File: config.mk
export PLATFORM = sky130hd
export DESIGN_NAME = fnv1a_reduce_seq
export DESIGN_NICKNAME = d
export VERILOG_FILES = /design/src/rtl/fnv1a_reduce_seq.sv
export SDC_FILE = /design/constraint.sdc
export NUM_CORES = 1
export LEC_CHECK = 0
export ABC_AREA = 1
export CAP_MARGIN = 30
export CORE_MARGIN = 2
export CORE_UTILIZATION = 59
export CTS_BUF_LIST = sky130_fd_sc_hd__clkbuf_8
export CTS_CLUSTER_SIZE = 12
export DETAILED_ROUTE_END_ITERATION = 16
export PLACE_DENSITY = 0.91
export SLEW_MARGIN = 25
export SYNTH_ARGS = -nofsm -noshare
export SYNTH_HDL_FRONTEND = slang
export SYNTH_SLANG_ARGS = --single-unit
File: constraint.sdc
create_clock -name clk -period 6.56 [get_ports clk]
set_clock_uncertainty 0.05 [all_clocks]
set_input_delay 0.984 -clock clk [delete_from_list [all_inputs] [get_ports clk]]
set_output_delay 0.984 -clock clk [all_outputs]
set_load 0.005 [all_outputs]
File: src/rtl/fnv1a_reduce_seq.sv
// Sequential FNV-1a reduce engine: reads init word plus len array words, one per cycle, and writes the folded hash.
// Optional bounds check on cmd_len compiled in with `define FNV1A_REDUCE_SEQ_BOUNDS_CHECK_EN.
module fnv1a_reduce_seq #(
  parameter int ADDR_W  = 16,
  parameter int MAX_LEN = 48
) (
  input  logic              clk,
  input  logic              reset_n,
  input  logic              cmd_valid,
  output logic              cmd_ready,
  input  logic [ADDR_W-1:0] cmd_arr,
  input  logic [ADDR_W-1:0] cmd_len,
  input  logic [ADDR_W-1:0] cmd_dest,
  input  logic [ADDR_W-1:0] cmd_init,
  input  logic              cmd_cond,
  output logic              mem_rd_en,
  output logic [ADDR_W-1:0] mem_rd_addr,
  input  logic [31:0]       mem_rd_data,
  output logic              mem_wr_en,
  output logic [ADDR_W-1:0] mem_wr_addr,
  output logic [31:0]       mem_wr_data,
  output logic              busy,
`ifdef FNV1A_REDUCE_SEQ_BOUNDS_CHECK_EN
  output logic              err,
`endif
  output logic              done
);

  localparam logic [31:0] FNV_PRIME = 32'h0100_0193;

  typedef enum logic [1:0] {IDLE, READ, DRAIN, WRITE} state_t;

  state_t            state_q, state_d;
  logic [ADDR_W:0]   cnt_q, cnt_d;
  logic [ADDR_W-1:0] arr_q, len_q, dest_q, init_q;
  logic              cond_q, err_q;
  logic [31:0]       acc_q;
  logic              rd_pend_q, rd_first_q;
  logic              accept;
  logic              len_bad;
  logic [ADDR_W-1:0] cnt_lo;

  assign accept = cmd_valid && cmd_ready;
  assign cnt_lo = cnt_q[ADDR_W-1:0];

`ifdef FNV1A_REDUCE_SEQ_BOUNDS_CHECK_EN
  assign len_bad = 32'(cmd_len) > 32'(MAX_LEN);
  assign err     = err_q && (state_q == WRITE);
`else
  assign len_bad = 1'b0;
`endif

  always_comb begin
    state_d = state_q;
    cnt_d   = cnt_q;
    unique case (state_q)
      IDLE: begin
        cnt_d = '0;
        if (accept) begin
          // Skipped and out-of-bounds commands go straight to WRITE with no traffic
          state_d = (!cmd_cond || len_bad) ? WRITE : READ;
        end
      end
      READ: begin
        if (cnt_q == {1'b0, len_q}) begin
          state_d = DRAIN;
        end else begin
          cnt_d = cnt_q + 1'b1;
        end
      end
      DRAIN:   state_d = WRITE;
      WRITE:   state_d = IDLE;
      default: state_d = IDLE;
    endcase
  end

  always_comb begin
    cmd_ready   = (state_q == IDLE) && reset_n;
    busy        = (state_q != IDLE);
    mem_rd_en   = 1'b0;
    mem_rd_addr = '0;
    mem_wr_en   = 1'b0;
    mem_wr_addr = '0;
    mem_wr_data = '0;
    done        = 1'b0;
    if (state_q == READ) begin
      mem_rd_en   = 1'b1;
      mem_rd_addr = (cnt_q == '0) ? init_q : arr_q + cnt_lo - {{(ADDR_W-1){1'b0}}, 1'b1};
    end
    if (state_q == WRITE) begin
      done = 1'b1;
      if (cond_q && !err_q) begin
        mem_wr_en   = 1'b1;
        mem_wr_addr = dest_q;
        mem_wr_data = acc_q;
      end
    end
  end

  always_ff @(posedge clk) begin
    if (!reset_n) begin
      state_q    <= IDLE;
      cnt_q      <= '0;
      arr_q      <= '0;
      len_q      <= '0;
      dest_q     <= '0;
      init_q     <= '0;
      cond_q     <= 1'b0;
      err_q      <= 1'b0;
      acc_q      <= '0;
      rd_pend_q  <= 1'b0;
      rd_first_q <= 1'b0;
    end else begin
      state_q    <= state_d;
      cnt_q      <= cnt_d;
      rd_pend_q  <= mem_rd_en;
      rd_first_q <= mem_rd_en && (cnt_q == '0);
      if (accept) begin
        arr_q  <= cmd_arr;
        len_q  <= cmd_len;
        dest_q <= cmd_dest;
        init_q <= cmd_init;
        cond_q <= cmd_cond;
        err_q  <= cmd_cond && len_bad;
      end
      // Read data lands one cycle after its strobe; the init word seeds the hash
      if (rd_pend_q) begin
        acc_q <= rd_first_q ? mem_rd_data : (acc_q ^ mem_rd_data) * FNV_PRIME;
      end
    end
  end

endmodule

==> results.json <==
{
  "n_fill_cell": 1663,
  "yosysTopAreaCell": "ha_1",
  "cts_buffer_depth": 2,
  "synth_xor_xnor_area_share_pct": 3.83,
  "die_w_um": 154,
  "cts.clk_slew.worst_paths_ps": 90,
  "antenna_cells": 0,
  "ys.flop_type": "dfxtp_1",
  "root_buffer": "clkbuf_8",
  "grt_setup_unrepaired": "no",
  "regArea_um2": 2360,
  "synth_compound_area_share_pct": 11.5,
  "drc_errors": 0,
  "multiInputGateArea_um2": 9100,
  "die_h_um": 154,
  "cts-resized-gates": 0,
  "synth-seq-cells": 118,
  "yosysTopAreaCellShare_pct": 19.6,
  "synth_area_leaders": "ha_1 20%, dfxtp_1 18%, inv_1 12%, fa_1 11%, nand2_1 10%",
  "grt_pass1_vias": 13500,
  "hpwl_um": 34000,
  "synth_cell_types": 42,
  "synth.cell_area_um2": 13200,
  "io_pins": 169,
  "antenna_left": 0,
  "ctsHoldBuffers": 0,
  "antenna_found_initial": 0,
  "cp_max_fo": 4,
  "crit_required_ps": 6900,
  "tritoncts": "done",
  "max_clock_freq_mhz": 162,
  "synth_most_common_cell": "inv_1",
  "clk-insertion-delay-late_ps": 450,
  "routed_wl_um": 41900,
  "final_max_slew_viol_count": 0,
  "yosys.area_share.adder_pct": 30.9,
  "crit_path_end_kind": "register",
  "clock_sinks": 118,
  "crit_type": "in -> reg",
  "hold_path_class": "reg -> reg",
  "gr-total-overflow": 0,
  "setup_ws_ps": 381,
  "rows": 54,
  "htreeDepth": 4,
  "syn_avg_cell_area_um2": 6.94,
  "r2r_slack_ps": 980,
  "min_period_over_period_pct": 94.2,
  "grt_util_all_layers_pct": 36.1,
  "ys_async_sr_fraction_pct": 0,
  "max_slew.worst_pin.slew_ps": 931,
  "post-place-ws_ps": -33.6,
  "drt-vias-per-instance": 5.51,
  "num_vias": 13300,
  "drt_iter0_drc": 1216,
  "finalHoldViolations": 0,
  "start_util_pct": 60.3,
  "synth.net_count": 2291,
  "syn2layout_area_growth_pct": 21.9,
  "yosys.area_share.simple_pct": 22.4,
  "numPortBuffers": 168,
  "cts_made_buffers": 17,
  "muxShareOfSynthArea_pct": 0,
  "synth_top_family_by_area": "adder cells",
  "coreArea_um2": 22000,
  "drive_gt1_share_pct": 7.51,
  "maxCapViolCount": 0,
  "cp.arrival_ps": 6520,
  "yosysSeqAreaShare_pct": 17.8,
  "holdWs_ps": 406,
  "yosys_warnings": 0,
  "grt_first_pass_wirelength_um": 67700,
  "start_kind": "input port",
  "die_area_um2": 23700,
  "wire_per_inst_um": 17.3,
  "netlist_instances": 1909,
  "synth_edf_count": 0,
  "setup_viol": 0,
  "grt_max_degree": 79,
  "drt_pass1_iterations": 6,
  "finalNetCount": 2514,
  "place.gp.congestion": 1.00,
  "post_cts_buffers": 0,
  "final_util_pct": 73.6,
  "synth_common_cells": "411 x inv_1, 355 x nand2_1, 207 x ha_1",
  "outcome": "complete, no violations",
  "min_period_ps": 6180,
  "max_slew_margin_pct": 37.9
}
-- worst paths after layout --
check / startpoint / endpoint / depth (start not counted)
min: dest_q[13] / dest_q[13] / 2
max reg2reg: acc_q[16] / acc_q[26] / 23
max: mem_rd_data[16] / acc_q[26] / 24
min reg2reg: dest_q[13] / dest_q[13] / 2
-- final cells by class --
class                   count  share of cell area (%)
multi-input cells        1321                    56.4
flip-flops and latches    118                    14.6
repair buffers            252                    14.4
inverters                 422                    9.81
well taps                 280                    2.17
clock buffers              17                    1.45
clock inverters            14                    1.24
-- critical path, stage by stage --
cell             delay (ps)
clkdlybuf4s50_1         450
xnor2_1                 320
inv_1                   130
ha_1                    290
ha_1                    270
inv_1                    50
fa_1                    530
inv_1                    50
ha_1                    210
fa_1                    540
inv_1                    50
fa_1                    460
fa_1                    570
inv_1                    50
ha_1                    340
a21o_1                  180
or2_2                   310
a21oi_1                 130
nand3_1                 120
nand2_1                  70
inv_1                    30
o21ai_0                 170
nand2_1                  90
a21oi_1                 120
-- per-stage QoR --
stage	instance area, um^2	setup TNS, ps	cells
floorplan	13200	0	1909
global placement	15700	0	2392
detailed placement	15700	-33.6	2393
CTS	16200	0	2424
global route	16200	0	2424
finish	16200	0	2424
-- routing by layer --
| metal | vias up | GRT usage, % | share of wire, % |
|---|---|---|---|
| li1 | 6446 | - | - |
| met2 | 611 | 60.4 | 46 |
| met5 | - | 0 | 0 |
| met3 | 98 | 6.60 | 8.1 |
| met4 | 0 | 12.8 | 3.1 |
| met1 | 6194 | 46.9 | 43 |
-- flip-flops by register name (all words and copies together), names as in the netlist --
signal	flops
len_q	16
init_q	16
cond_q	1
state_q	2
cnt_q	17
dest_q	16
rd_first_q	1
arr_q	16
rd_pend_q	1
acc_q	32
-- cells in the final DEF, fill, tap and decap left out, drive strengths merged --
cell type | synthesis | final
clkbuf | 36 | 17
nand3b | 7 | 7
o211ai | 17 | 17
fa | 75 | 75
nand2 | 361 | 361
nor4 | 4 | 4
clkdlybuf4s50 | 0 | 167
buf | 12 | 85
xnor2 | 20 | 20
ha | 207 | 207
a31o | 1 | 1
o21a | 1 | 1
a31oi | 3 | 3
o21bai | 4 | 4
a21oi | 142 | 142
xor2 | 38 | 38
or2 | 4 | 4
a21o | 4 | 4
a211oi | 2 | 2
bufinv | 0 | 4
nor2 | 193 | 193
o31ai | 1 | 1
nand3 | 89 | 89
nor3b | 1 | 1
o21ai | 101 | 101
nor3 | 17 | 17
o221ai | 3 | 3
nand4 | 26 | 26
inv | 420 | 423
dfxtp | 118 | 118
clkinv | 2 | 9
-- cells by family after synthesis --
kind of cell | count (synthesis)
AND/OR/NAND/NOR | 702
buffers and inverters | 470
adder cells (fa/ha/maj) | 282
flip-flops | 118
AO/OA/AOI/OAI | 279
XOR/XNOR | 58
Power is left out: the tool's default activity adds up to more than one toggle a clock period on the data nets, which glitch-free logic cannot reach.
